## config.mk

```make
export PLATFORM = sky130hd
export DESIGN_NAME = mult_div_unit
export DESIGN_NICKNAME = d
export VERILOG_FILES = /design/src/rtl/mult_div_unit.sv
export SDC_FILE = /design/constraint.sdc
export NUM_CORES = 1
export LEC_CHECK = 0
export CORE_MARGIN = 2
export CORE_UTILIZATION = 50
export DETAILED_ROUTE_END_ITERATION = 10
export PLACE_DENSITY = 0.71
export SLEW_MARGIN = 0
export SYNTH_ARGS = -nofsm -noshare
export SYNTH_HDL_FRONTEND = slang
export SYNTH_SLANG_ARGS = --single-unit
export TNS_END_PERCENT = 10
```

## constraint.sdc

```tcl
create_clock -name clk -period 4.6 [get_ports clk]
set_input_delay 0.92 -clock clk [delete_from_list [all_inputs] [get_ports clk]]
set_output_delay 0.92 -clock clk [all_outputs]
set_load 0.05 [all_outputs]
```

## src/rtl/mult_div_unit.sv

```systemverilog
// mult_div_unit: iterative multiply/divide unit owning the architectural HI/LO
// registers. One shift-add (multiply) or restoring shift-subtract (divide) step
// is performed per cycle, WIDTH steps per operation.
//
// Optional feature macro: MULT_DIV_SIGNED_EN
//   defined     : op[0]=1 selects signed MULT/DIV. The operands are converted to
//                 magnitudes on acceptance, and the result signs are fixed up
//                 on the final step.
//   not defined : op[0] is ignored. MULT behaves as MULTU and DIV as DIVU, and
//                 no sign-correction logic is built.
//
// Handshake: start is sampled on a rising edge and is accepted only while
// busy=0. That is the case in IDLE and in the FINISH cycle, so back-to-back
// issue is possible. Once accepted, busy is high for WIDTH cycles. Next comes
// one cycle with done=1, and in that cycle hi/lo already hold the new result.
// A start that arrives while busy=1 is dropped with no side effects. hi/lo
// change only on the edge that enters FINISH.
module mult_div_unit #(
   parameter int WIDTH = 32
) (
   input  logic             clk,
   input  logic             reset,
   input  logic             start,
   input  logic [1:0]       op,
   input  logic [WIDTH-1:0] a,
   input  logic [WIDTH-1:0] b,
   output logic             busy,
   output logic             done,
   output logic [WIDTH-1:0] hi,
   output logic [WIDTH-1:0] lo
);

   localparam int CW = $clog2(WIDTH + 1);

   typedef enum logic [1:0] {
      IDLE   = 2'd0,
      RUN    = 2'd1,
      FINISH = 2'd2
   } state_t;

   state_t           state;
   state_t           state_nxt;
   logic             accept;
   logic             last_step;
   logic [CW-1:0]    count;

   // Operation context captured at acceptance.
   logic             is_div;
   logic             b_zero;
   logic [WIDTH-1:0] dividend;   // raw rs value, returned as HI on divide by zero
   logic [WIDTH-1:0] operand;    // multiplicand magnitude or divisor magnitude

   // Working registers. For a multiply, acc is the running upper half and work
   // holds the multiplier, which shifts out as the product's low half shifts in.
   // For a divide, acc is the partial remainder and work holds the dividend,
   // which shifts out as the quotient bits shift in.
   logic [WIDTH-1:0] acc;
   logic [WIDTH-1:0] work;

   logic [WIDTH-1:0] a_mag;
   logic [WIDTH-1:0] b_mag;

   logic [WIDTH:0]   mul_sum;
   logic [WIDTH:0]   div_shift;
   logic [WIDTH:0]   div_diff;
   logic [WIDTH-1:0] acc_step;
   logic [WIDTH-1:0] work_step;

   logic [2*WIDTH-1:0] prod_mag;
   logic [2*WIDTH-1:0] prod;
   logic [WIDTH-1:0]   res_hi;
   logic [WIDTH-1:0]   res_lo;

`ifdef MULT_DIV_SIGNED_EN
   logic a_neg;
   logic b_neg;
   logic neg_q;   // sign of the quotient, also used as the sign of the product
   logic neg_r;   // sign of the remainder, which follows the dividend

   assign a_neg = op[0] & a[WIDTH-1];
   assign b_neg = op[0] & b[WIDTH-1];
   assign a_mag = a_neg ? -a : a;
   assign b_mag = b_neg ? -b : b;

   // Latch the result signs when an operation is accepted.
   always_ff @(posedge clk) begin
      if (reset) begin
         neg_q <= 1'b0;
         neg_r <= 1'b0;
      end else if (accept) begin
         neg_q <= a_neg ^ b_neg;
         neg_r <= a_neg;
      end
   end
`else
   // op[0] has no meaning when every operation is unsigned.
   logic unused_op_sign;
   assign unused_op_sign = op[0];
   assign a_mag = a;
   assign b_mag = b;
`endif

   // State register.
   always_ff @(posedge clk) begin
      if (reset) begin
         state <= IDLE;
      end else begin
         state <= state_nxt;
      end
   end

   // Next-state logic. Acceptance is possible in IDLE and in FINISH, but not in RUN.
   always_comb begin
      state_nxt = state;
      accept    = 1'b0;
      case (state)
         IDLE: begin
            if (start) begin
               accept    = 1'b1;
               state_nxt = RUN;
            end
         end
         RUN: begin
            if (count == CW'(1)) begin
               state_nxt = FINISH;
            end
         end
         FINISH: begin
            if (start) begin
               accept    = 1'b1;
               state_nxt = RUN;
            end else begin
               state_nxt = IDLE;
            end
         end
         default: begin
            state_nxt = IDLE;
         end
      endcase
   end

   assign busy      = (state == RUN);
   assign done      = (state == FINISH);
   assign last_step = (state == RUN) && (count == CW'(1));

   // One iteration step. Multiply adds the multiplicand when the low multiplier
   // bit is set and then shifts right. Divide shifts left and subtracts, and it
   // restores the partial remainder when the subtraction borrows.
   always_comb begin
      acc_step  = acc;
      work_step = work;
      mul_sum   = {1'b0, acc} + (work[0] ? {1'b0, operand} : '0);
      div_shift = {acc, work[WIDTH-1]};
      div_diff  = div_shift - {1'b0, operand};
      if (is_div) begin
         if (!div_diff[WIDTH]) begin
            acc_step  = div_diff[WIDTH-1:0];
            work_step = {work[WIDTH-2:0], 1'b1};
         end else begin
            acc_step  = div_shift[WIDTH-1:0];
            work_step = {work[WIDTH-2:0], 1'b0};
         end
      end else begin
         acc_step  = mul_sum[WIDTH:1];
         work_step = {mul_sum[0], work[WIDTH-1:1]};
      end
   end

   // Final result, formed from the last step's values. Divide by zero
   // overrides the iterative result, so it behaves the same for signed and
   // unsigned divides.
   always_comb begin
      prod_mag = {acc_step, work_step};
      prod     = prod_mag;
      res_hi   = acc_step;
      res_lo   = work_step;
`ifdef MULT_DIV_SIGNED_EN
      if (neg_q) begin
         prod = -prod_mag;
      end
`endif
      if (!is_div) begin
         res_hi = prod[2*WIDTH-1:WIDTH];
         res_lo = prod[WIDTH-1:0];
      end else if (b_zero) begin
         res_hi = dividend;
         res_lo = '1;
      end else begin
`ifdef MULT_DIV_SIGNED_EN
         if (neg_q) begin
            res_lo = -work_step;
         end
         if (neg_r) begin
            res_hi = -acc_step;
         end
`endif
      end
   end

   // Datapath: capture operands on acceptance, iterate while running, and
   // update HI/LO only on the edge that enters FINISH.
   always_ff @(posedge clk) begin
      if (reset) begin
         count    <= '0;
         is_div   <= 1'b0;
         b_zero   <= 1'b0;
         dividend <= '0;
         operand  <= '0;
         acc      <= '0;
         work     <= '0;
         hi       <= '0;
         lo       <= '0;
      end else if (accept) begin
         count    <= CW'(WIDTH);
         is_div   <= op[1];
         b_zero   <= (b == '0);
         dividend <= a;
         operand  <= op[1] ? b_mag : a_mag;
         acc      <= '0;
         work     <= op[1] ? a_mag : b_mag;
      end else if (state == RUN) begin
         count <= count - CW'(1);
         acc   <= acc_step;
         work  <= work_step;
         if (last_step) begin
            hi <= res_hi;
            lo <= res_lo;
         end
      end
   end

endmodule

```

==> run metrics, run 1 <==
status=finished, final reports clean; Sw Pwr=1700 uW; Remaining DRCs=0; syn avg cell area=7.90 um2; Post-Place Cells=2048; share of cells above drive strength 1=7.07%; CTS sink cnt=202; first-pass GRT wire length=67600 um; Total Wirelength=43800 um; Mapped Cells=1660; post-route setup slack=769 ps; Pint=3490 uW; clock share of power=35.6%; post-CTS setup buffer count=0; depth of the CTS H-tree=1; top cells by area, synth=dfxtp_1 (31%), mux2i_1 (6.9%), ha_1 (6.3%); final setup violation count=0; hold depth=2; Placer Congestion=0.943; CP required=4970 ps; Min Hold Slack=451 ps; RR Startpoint=work[0]; largest net degree at the start of global routing=71; std cell rows=59; Crit Path Class=reg2reg; Worst Skew=18.4 ps; PortBufs=133; Core Footprint=25900 um2; Worst Setup SP=work[0]; DR vias=13.1k; min-delay src=lo[3]; Static Leakage=0.00616 uW; FF+latch count, synth=202; number of synthesized flops with an enable pin=0; Hold Violations, Final=0; vias per inst=6.26; Hold Path End=lo[3]; antenna-violating nets left=0; setup TNS=0 ps; RSZ-0062 raised after global routing=no; r2r endpoint=hi[27]; TritonCTS buffer count=22; commonest cells after routing, fill and taps aside=dfxtp_1 (201), nor2_1 (182), nand2_1 (165); area delta synth->final=17.8%; post-place setup slack=834 ps; leading area contributor after synthesis=dfxtp_1; Synth cell types=67; slew at the pin with the worst max-slew slack=984 ps; hold buffers post-CTS=0; Top FF cell, synth=dfxtp_1; post-DP HPWL=32000 um; Max VDD drop=346 uV; clock transition at the registers of the reported paths=60 ps; antenna violations before repair=0; vias in the first global route=12.1k; worst skew pair latency=520 ps; fraction of registers with async set/reset=0%; CP endpoint kind=flop; WL per Instance=21.0 um; die height=166 um; Starting DRT DRC Count=1219; final non-filler cell total=2088; post-synthesis sequential area ratio=30.8%; Tot GR Track Use=30.4%; max_slew headroom=34.3%; commonest non-fill, non-tap cell in the layout=dfxtp_1; Mapped Area=13100 um2; Pins Over Slew Limit=0; Root Buffer=clkbuf_16; crit share post-route=83.3%; R2R depth=13; final net count=1874; Sw Share=32.8%; YS warnings=0; post-CTS sizing=0; Syn Nets=1797; Max Freq=261 MHz; logic gate share of total power=26.2%; TritonRoute pass-1 iters=5; Antenna Cells=0; CTS tree=yes; Remaining Overflow, GRT=0; max-cap viol count=0; arrival time worst endpoint=4210 ps; maximum root-to-sink buffer count=3; sequential power share=38.1%; Hold Path Class=reg2reg; startpoint types=flop; PD cells=336 nW/um2; Die X=166 um; CP max FO=9; fin crit period=3830 ps; full die area=27500 um2; setup slack, reg-to-reg=770 ps; total chip power=5180 uW; io pins=135; Initial Util=50.6%; Synth top area share=30.8%
synth_stat cells (3+ instances only):
| cell type | number |
|---|---|
| dfxtp_1 | 202 |
| nor2_1 | 184 |
| nand2_1 | 165 |
| a21oi_1 | 160 |
| mux2i_1 | 91 |
| a211oi_1 | 87 |
| clkbuf_1 | 82 |
| o21ai_0 | 69 |
| ha_1 | 66 |
| nor3_1 | 54 |
| inv_1 | 47 |
| and2_1 | 40 |
| xor2_1 | 32 |
| xnor2_1 | 26 |
| a21o_1 | 25 |
| mux2_2 | 25 |
| nand3_1 | 25 |
| o221ai_1 | 21 |
| a221oi_1 | 20 |
| buf_1 | 20 |
| a31oi_1 | 16 |
| nand4_1 | 13 |
| nor2b_1 | 12 |
| nor4_1 | 12 |
| buf_2 | 11 |
| o21a_1 | 11 |
| o31ai_1 | 11 |
| a311oi_1 | 10 |
| nand2b_1 | 9 |
| o211ai_1 | 9 |
| o21bai_1 | 8 |
| o22ai_1 | 8 |
| a21boi_0 | 7 |
| and3_1 | 7 |
| o221a_2 | 7 |
| a211o_1 | 6 |
| o211a_1 | 6 |
| or3_1 | 6 |
| a2111oi_0 | 3 |
| a41oi_1 | 3 |
| nor3b_1 | 3 |
| o31a_1 | 3 |
| or2_2 | 3 |
critical path: stages (launching register included):
cell	delay (ps)
dfxtp_1	460
and2_1	220
ha_1	220
fa_1	450
a21oi_1	280
o211ai_1	210
a31oi_1	490
o21ai_0	150
buf_4	190
a31oi_1	290
xor2_1	290
o21ai_0	120
a311oi_1	260
nor3_1	70
flip-flops by register name, summed over array words and instances (netlist names):
name	count
state	2
b_zero	1
hi	32
work	32
is_div	1
acc	32
count	6
lo	32
operand	32
dividend	32
logic make-up after synthesis:
logic type,count (synthesis),synth area share (%)
flops,202,30.8
simple gates,534,18.1
fa+ha+maj,68,6.60
buf+inv,165,4.97
compound gates,513,26.1
mux,119,9.38
xor+xnor,59,4.00
power by group through the flow:
stage	clock network (uW)	registers, uW	logic (uW)
after floorplan	0	1990	947
after global placement	0	2010	1310
after detailed placement	0	2010	1330
after CTS	1850	1970	1340
after global routing	1920	1980	1480
final	1850	1980	1360
layer usage:
layer  global-route usage, %  vias to the layer above  wire (um)
met5                       0                        -          0
met4                    10.8                        0       1510
met3                    4.36                       87       3640
met2                    45.7                      544      18600
met1                    44.5                     6205      20100
li1                        -                     6231          -
final cells by class:
cell class	instances	area, um2
multi-input cells	1293	8450
clock inverters	8	96.3
well taps	335	419
repair buffers	169	1600
clock buffers	32	651
fillers	2346	10500
flip-flops and latches	202	4050
inverters	49	184
stage by stage:
stage / instance area, um2 / utilization [%]
floorplan: 13100 / -
global placement: 14700 / 56.7
detailed placement: 14700 / 56.7
CTS: 15400 / 59.6
global route: 15400 / 59.6
finish: 15400 / 59.6
worst max path at each step:
stage / cells after the start / end / slack [ps]
after detailed placement: 13 / hi[27] / 830
after global routing: 13 / hi[27] / 530
final: 13 / hi[27] / 770
after global placement: 13 / hi[27] / 840
after CTS: 13 / hi[27] / 790
after floorplan: 13 / hi[29] / 1520
(Power assumes the default switching activity.)
==> inputs of run 2 (changes only) <==
--- a/config.mk
+++ b/config.mk
@@ -8,7 +8,7 @@
 export CORE_MARGIN = 2
 export CORE_UTILIZATION = 50
 export DETAILED_ROUTE_END_ITERATION = 10
-export PLACE_DENSITY = 0.71
+export PLACE_DENSITY = 0.73
 export SLEW_MARGIN = 0
 export SYNTH_ARGS = -nofsm -noshare
 export SYNTH_HDL_FRONTEND = slang
==> constraint.sdc (replaced) <==
create_clock -name clk -period 3.1 [get_ports clk]
set_input_delay 0.62 -clock clk [delete_from_list [all_inputs] [get_ports clk]]
set_output_delay 0.62 -clock clk [all_outputs]
set_load 0.05 [all_outputs]
==> run 2 against run 1 <==
- the run now ends with negative setup slack left
- sequential power rose by 47%
- sequential share of layout area fell by 3.1 points
- maximum frequency rose by 23%
==> run metrics, run 2 (synthesized netlist as in run 1, its figures left out) <==
final net count=2063; maximum root-to-sink buffer count=3; PortBufs=133; Max Freq=321 MHz; depth of the CTS H-tree=1; crit share post-route=101%; commonest cells after routing, fill and taps aside=buf_4 (211), dfxtp_1 (189), nor2_1 (181); failing checks=negative setup slack; TritonCTS buffer count=22; slew at the pin with the worst max-slew slack=748 ps; max_slew headroom=50.2%; worst skew pair latency=510 ps; min-delay src=lo[4]; commonest non-fill, non-tap cell in the layout=buf_4; Static Leakage=0.00724 uW; vias in the first global route=13.0k; Die X=166 um; setup TNS=-46.2 ps; Total Wirelength=49000 um; CP max FO=8; clock transition at the registers of the reported paths=60 ps; Remaining Overflow, GRT=0; startpoint types=flop; TritonRoute pass-1 iters=5; Root Buffer=clkbuf_16; PD cells=474 nW/um2; Util after Layout=68.0%; DR vias=14.1k; fin crit period=3120 ps; Pins Over Slew Limit=0; post-DP HPWL=36300 um; antenna-violating nets left=0; Hold Path Class=reg2reg; WL per Instance=21.6 um; Starting DRT DRC Count=1397; Antenna Cells=0; share of cells above drive strength 1=20.9%; CTS sink cnt=202; post-route setup slack=-18.3 ps; final setup violation count=5; CP endpoint kind=flop; Crit Path Class=reg2reg; max-cap viol count=0; largest net degree at the start of global routing=96; Tot GR Track Use=33.4%; Remaining DRCs=0; std cell rows=59; Worst Skew=9.78 ps; post-place setup slack=-325 ps; Initial Util=50.6%; first-pass GRT wire length=74000 um; arrival time worst endpoint=3510 ps; Hold Violations, Final=0; area delta synth->final=34.4%; Placer Congestion=0.999; vias per inst=6.21; Core Footprint=25900 um2; full die area=27500 um2; CP required=3490 ps; RR Startpoint=operand[17]; Worst Setup SP=operand[17]; io pins=135; die height=166 um; CTS tree=yes; status=finished, violations left; antenna violations before repair=0; RSZ-0062 raised after global routing=yes; Max VDD drop=471 uV; hold buffers post-CTS=0
==> run 2: through the flow <==
stage | area (um2) | power [uW] | std cells | hold WS (ps)
global route | 17600 | 8680 | 2275 | 467
detailed placement | 16100 | 5340 | 2224 | 445
finish | 17600 | 8350 | 2275 | 450
floorplan | 13100 | 4350 | 1660 | 431
CTS | 17100 | 8100 | 2265 | 452
global placement | 16100 | 5300 | 2224 | 438
==> run 2: final timing paths <==
check	slack, ps	to	depth (start not counted)
min reg2reg	450	lo[4]	2
max	-20	work[0]	15
max reg2reg	-20	work[0]	15
min	450	lo[4]	2
==> run 2: per-layer routing <==
layer | vias to the layer above | routed length (um) | global-route usage, %
li1 | 6595 | - | -
met1 | 6745 | 22100 | 49.0
met2 | 699 | 21200 | 51.1
met3 | 83 | 4620 | 5.70
met4 | 0 | 1180 | 7.83
met5 | - | 0 | 0
==> run 2: final cells by class <==
type | instances | area, um2
Multi-Input combinational cell | 1293 | 9040
Fill cell | 2124 | 8290
Timing Repair Buffer | 358 | 3180
Clock inverter | 5 | 81.3
Clock buffer | 33 | 643
Tap cell | 335 | 419
Sequential cell | 202 | 4070
Inverter | 49 | 184
==> run 2: worst max-delay path, stage by stage, from the launching register on <==
cell and delay [ps]:
dfxtp_2 370, inv_1 90, ha_4 280, nand4_1 180
nor4_4 390, buf_4 160, nand3_1 110, a21oi_4 180
nor3b_4 90, xnor2_4 160, buf_12 160, buf_12 150
buf_4 140, mux2_4 250, a221oi_2 200, nor2_1 50
==> run 2: where the power goes <==
group,switching (uW),internal [uW]
Sequential,156,2750
Combinational,1520,1240
Clock,1090,1600
==> run 2: timing repair <==
| item | in CTS | in global routing |
|---|---|---|
| cloned | 0 | 3 |
| setup endpoints to repair | 64 | 64 |
| gates resized for setup | 38 | 89 |
| pin swaps | 5 | 20 |
| buffers inserted | 3 | 7 |
